**src/rtl/bin_to_bcd_seq.sv**
```systemverilog
// bin_to_bcd_seq: sequential double-dabble binary-to-BCD converter; LEADING_ZERO_BLANK_EN adds the blank mask
module bin_to_bcd_seq #(
    parameter int WIDTH = 8,
    parameter int DIGITS = 3
) (
    input  logic                  clk,
    input  logic                  rst_n,
    input  logic                  start,
    input  logic [WIDTH-1:0]      bin,
    output logic                  busy,
    output logic                  done,
    output logic [4*DIGITS-1:0]   bcd,
    output logic                  overflow
`ifdef LEADING_ZERO_BLANK_EN
    ,
    output logic [DIGITS-1:0]     blank
`endif
);
    localparam logic [0:0] IDLE = 1'b0;
    localparam logic [0:0] SHIFT = 1'b1;
    localparam int CW = $clog2(WIDTH + 1);
    logic [0:0] state;
    logic [WIDTH-1:0] sr, sr_nxt;
    logic [4*DIGITS-1:0] scr, adj, scr_nxt;
    logic sticky, carry, ovf_nxt, last;
    logic [CW-1:0] cnt;
    always_comb begin
        adj = scr;
        for (int i = 0; i < DIGITS; i++)
            adj[4*i+:4] = scr[4*i+:4] >= 4'd5 ? scr[4*i+:4] + 4'd3 : scr[4*i+:4];
        {carry, scr_nxt, sr_nxt} = {adj, sr, 1'b0};
        ovf_nxt = sticky | carry;
    end
    assign last = state == SHIFT && cnt == CW'(1);
    assign busy = state == SHIFT;
    always_ff @(posedge clk or negedge rst_n) begin
        if (!rst_n) begin
            state    <= IDLE;
            done     <= 1'b0;
            sr       <= '0;
            scr      <= '0;
            sticky   <= 1'b0;
            cnt      <= '0;
            bcd      <= '0;
            overflow <= 1'b0;
        end else begin
            done <= 1'b0;
            if (state == IDLE) begin
                if (start) begin
                    state  <= SHIFT;
                    sr     <= bin;
                    scr    <= '0;
                    sticky <= 1'b0;
                    cnt    <= CW'(WIDTH);
                end
            end else begin
                sr     <= sr_nxt;
                scr    <= scr_nxt;
                sticky <= ovf_nxt;
                cnt    <= cnt - CW'(1);
                if (last) begin
                    state    <= IDLE;
                    done     <= 1'b1;
                    bcd      <= ovf_nxt ? {DIGITS{4'h9}} : scr_nxt;
                    overflow <= ovf_nxt;
                end
            end
        end
    end
`ifdef LEADING_ZERO_BLANK_EN
    logic [DIGITS-1:0] blank_nxt;
    logic hz;
    // a digit blanks only if it and every digit above it is zero; ones always shows
    always_comb begin
        hz = 1'b1;
        blank_nxt = '0;
        for (int i = DIGITS - 1; i > 0; i--) begin
            hz = hz & (scr_nxt[4*i+:4] == 4'd0);
            blank_nxt[i] = hz & ~ovf_nxt;
        end
    end
    always_ff @(posedge clk or negedge rst_n) begin
        if (!rst_n) blank <= ~DIGITS'(1);
        else if (last) blank <= blank_nxt;
    end
`endif
endmodule

```
**config.mk**
```make
export PLATFORM = sky130hd
export DESIGN_NAME = bin_to_bcd_seq
export DESIGN_NICKNAME = d
export VERILOG_FILES = /design/src/rtl/bin_to_bcd_seq.sv
export SDC_FILE = /design/constraint.sdc
export NUM_CORES = 1
export LEC_CHECK = 0
export ABC_AREA = 1
export CORE_MARGIN = 4
export CORE_UTILIZATION = 40
export DETAILED_ROUTE_END_ITERATION = 10
export SYNTH_ARGS = -nofsm -noshare
export SYNTH_HDL_FRONTEND = slang
export SYNTH_SLANG_ARGS = --single-unit
```
**constraint.sdc**
```tcl
create_clock -name clk -period 3.1 [get_ports clk]
set_input_delay 0.62 -clock clk [delete_from_list [all_inputs] [get_ports clk]]
set_output_delay 0.62 -clock clk [all_outputs]
set_load 0.1 [all_outputs]
```
* Yosys cells after proc, flatten, opt, wreduce, memory -nomap -nowiden
Cells that the tools add are included.
Widths: inputs -> output; s select.
** Operators by class
- Add/subtract/negate cells :: 4
- Order comparisons :: 3
- Equality and inequality tests :: 1
- Multiplexer cells :: 17
- Bitwise gates (word level) :: 1
- Reduce and logical (&&, ||, !) cells :: 3
** Operator list (number)
- $mux 12 :: 3
- $mux 4 :: 5
- $mux 8 :: 2
- $add 4x2->4 const B :: 3
- $ge 4x3->1 const B :: 3
- $mux 1 :: 7
- $eq 4x1->1 const B :: 1
- $sub 4x1->4 const B :: 1
- $reduce_and 2->1 :: 1
- $reduce_bool 2->1 :: 1
- $logic_and 1x1->1 :: 1
- $or 1x1->1 :: 1
** Word-level totals
- Register bits :: 40
- Bits of input ports :: 11
- Output and inout port bits :: 15

* Logic depth before layout (Yosys ltp)
- Depth in word-level cells :: 4
- Depth in mapped cells :: 9

* Least setup slack after synthesis
Ideal clock, no wire load.
- Path type :: reg2reg
- Start :: reg state, in the netlist busy
- End :: reg bcd[4]
- Library setup time :: 0.121 ns
- Arrival time :: 1.692 ns
- Required time :: 2.979 ns
- Path slack :: 1.288 ns
- Cell stages (with the launch flop) :: 7
- Path buffers :: 1
- Period minus slack after synthesis :: 1.812 ns
- Cells stage by stage :: dfrtp_1 nand3_2 inv_2 buf_6 nand3_1 nor2_1 nor2_1
** On the way
- Word-level cells in the longest chain between the ends :: 2
** RTL lines
- start: declaration :: RTL line 22 : logic [0:0] state;
- start signal: assignment :: RTL line 38 : state <= IDLE;
- start signal: assignment :: RTL line 50 : state <= SHIFT;
- start signal: assignment :: RTL line 62 : state <= IDLE;
- $logic_and 1x1->1 :: RTL line 34 : assign last = state == SHIFT && cnt == CW'(1);
- $reduce_and 2->1 (no line) (*)
- end signal: assignment :: RTL line 64 : bcd <= ovf_nxt ? {DIGITS{4'h9}} : scr_nxt;
- end: declaration :: RTL line 12 : output logic [4*DIGITS-1:0] bcd,
Mark *: on every way between the ends. The rest lies on a longest branch, timed or not.
A chain may end at the register's enable or synchronous reset.

* Final worst setup path
- Start :: reg state, in the netlist busy
- End :: out busy
** RTL lines
- end: declaration :: RTL line 10 : output logic busy,
No word-level cell between the ends.

==> reports/metrics.yaml <==
status: "completed"
initial_core_util_pct: 42.6
first_global_vias: 1476
antenna_found_initial: 0
slew_violations: 0
end_kind: "output pin"
synthTopCellsByCount: "nand2_1, dfrtp_1, nand3_1"
synth-seq-cells: 40
port_buffers: 25
synth_nets: 247
die_w_um: 77.1
crit_family: "flip-flops"
grt_pass1_wl_mm: 6.97
cts.clk_slew.worst_paths_ns: 0.08
fill_cells: 438
rsz0062_at_grt: "no"
startpoint_type: "flip-flop"
fp.dieH_um: 77.1
slew_headroom_pct: 41.1
slowest_stage: "dfrtp_1"
wl_mm: 4.16
r2r_start: "scr[8]$_DFFE_PN0P_"
synthDistinctLibCells: 20
antennaDiodeCount: 0
ant_nets: 0
ioPinCount: 26
ys_warn_count: 0
synthMostInstantiatedCell: "nand2_1"
viasPerCell: 5.15
rrSetupSlack_ns: 1.39
syn_avg_cell_area_um2: 8.37
multi_input_area_um2: 791
cp_slowest_stage_delay_ns: 0.68
core_area_um2: 4470
path_max_fanout: 15
synth_top_cells_by_area: "dfrtp_1, nand2_1, nand3_1, o21ai_0, ha_1"
finClkSkew_ns: 0.00448
fmax_mhz: 503
final_nets: 276
async_reset_ff_share_pct: 100
path_buf_inv: 1
min_period_over_period_pct: 64.1
crit_arrival_ns: 1.37
syn_inst: 228
cts_setup_buffers: 0
firstDrtPassIters: 4
cts_resized: 0
critical_path_required_ns: 2.48
post-dp-hpwl_mm: 2.83
critPathCapture: "busy"
dieArea_um2: 5940
drc_errors: 0
wl_per_cell_um: 13.4
overflow: 0
fp-row-count: 24
setup_violations: 0
min_period_ns: 1.99
reg2reg_depth: 9
cts_tree: "done"
min-delay-path-class: "in -> async"
path_depth: 1
drt-initial-drc-count: 124
synth_top_area_share_pct: 52.5
yosysTopAreaCell: "dfrtp_1"
grt_use_total_pct: 14.9
vias: 1597
tightest_slew_ns: 0.883
tns_ns: 0
cts.sinks: 40
synth_edf_count: 0
htree_levels: 2
final-seq-area_um2: 1000
grt_max_degree: 41
yosysSeqAreaShare_pct: 52.5
hold_viol: 0
place_congestion: 0.794
cts_buffers: 5
drive_above_1_share_pct: 12.0
startpoint: "busy$_DFF_PN0_"
cap_violations: 0
critical_path_class: "reg -> out"
cts_hold_buf: 0
clk_path_buf_depth: 2
clk_latency_ns: 0.29
r2r-end: "bcd[3]$_DFFE_PN0P_"
synth_area_um2: 1910
synth_ff_type: "dfrtp_1"
cts_root_buf: "clkbuf_8"
area_delta_synth_final_pct: 19.5
crit_chain: "buf_4"
## worst min path at each step
stage / endpoint / start / slack [ns] / cells after the start
after floorplan: bcd[0]$_DFFE_PN0P_ / rst_n / 0.32 / 0
after global placement: bcd[7]$_DFFE_PN0P_ / bcd[7]$_DFFE_PN0P_ / 0.47 / 2
after detailed placement: bcd[7]$_DFFE_PN0P_ / bcd[7]$_DFFE_PN0P_ / 0.47 / 2
after CTS: sr[1]$_DFFE_PN0P_ / rst_n / 0.48 / 1
after global routing: bcd[10]$_DFFE_PN0P_ / rst_n / 0.52 / 1
final: bcd[9]$_DFFE_PN0P_ / rst_n / 0.44 / 1
## sequential cells by signal, summed over array words and instances, names as in the netlist
register / cells
bcd: 12
busy: 1
cnt: 4
done: 1
overflow: 1
scr: 12
sr: 8
sticky: 1
## placed cells by master, fill, tap and decap left out, drive strengths merged
cell type	instances
nand2	64
dfrtp	40
nand3	29
o21ai	25
inv	22
buf	19
nor2	16
clkdlybuf4s50	9
ha	8
nand4	6
clkbuf	5
a21oi	4
a22oi	3
o22ai	3
a21boi	1
a31oi	1
clkinv	1
clkinvlp	1
bufinv	1
## stage by stage
step	std cells	hold slack, ns	setup WS (ns)	utilization, %	area, um^2
6_report	310	0.441	1.11	51.0	2280
5_1_grt	310	0.521	1.01	51.0	2280
4_1_cts	310	0.482	1.07	51.0	2280
3_5_place_dp	302	0.471	1.16	48.5	2170
3_3_place_gp	302	0.465	1.23	48.5	2170
2_1_floorplan	228	0.324	1.29	-	1910
## metal layers
metal | wire [um] | global-route usage, %
met1 | 2090 | 20.4
met2 | 1770 | 22.0
met3 | 235 | 4.68
met4 | 56 | 5.52
met5 | 0 | 0
## area by class of cell
cell class	count	area share (%)
sequential	40	43.9
tap	52	2.85
clock buffer	5	3.02
inverter	22	3.62
timing repair buffer	28	10.1
clock inverter	3	1.87
multi-input combinational	160	34.7
## kinds of logic (layout without fill, tap and decap cells)
logic type | Yosys count | after routing | share of synthesized area, %
AOI/OAI and AO/OA | 37 | 37 | 10.5
adders and majority gates | 8 | 8 | 5.25
buffers and inverters | 28 | 58 | 6.10
DFF | 40 | 40 | 52.5
and+or+nand+nor | 115 | 115 | 25.7
Power is not shown: default switching activity piles up to over one toggle a cycle in this logic, so the estimate is an artifact.
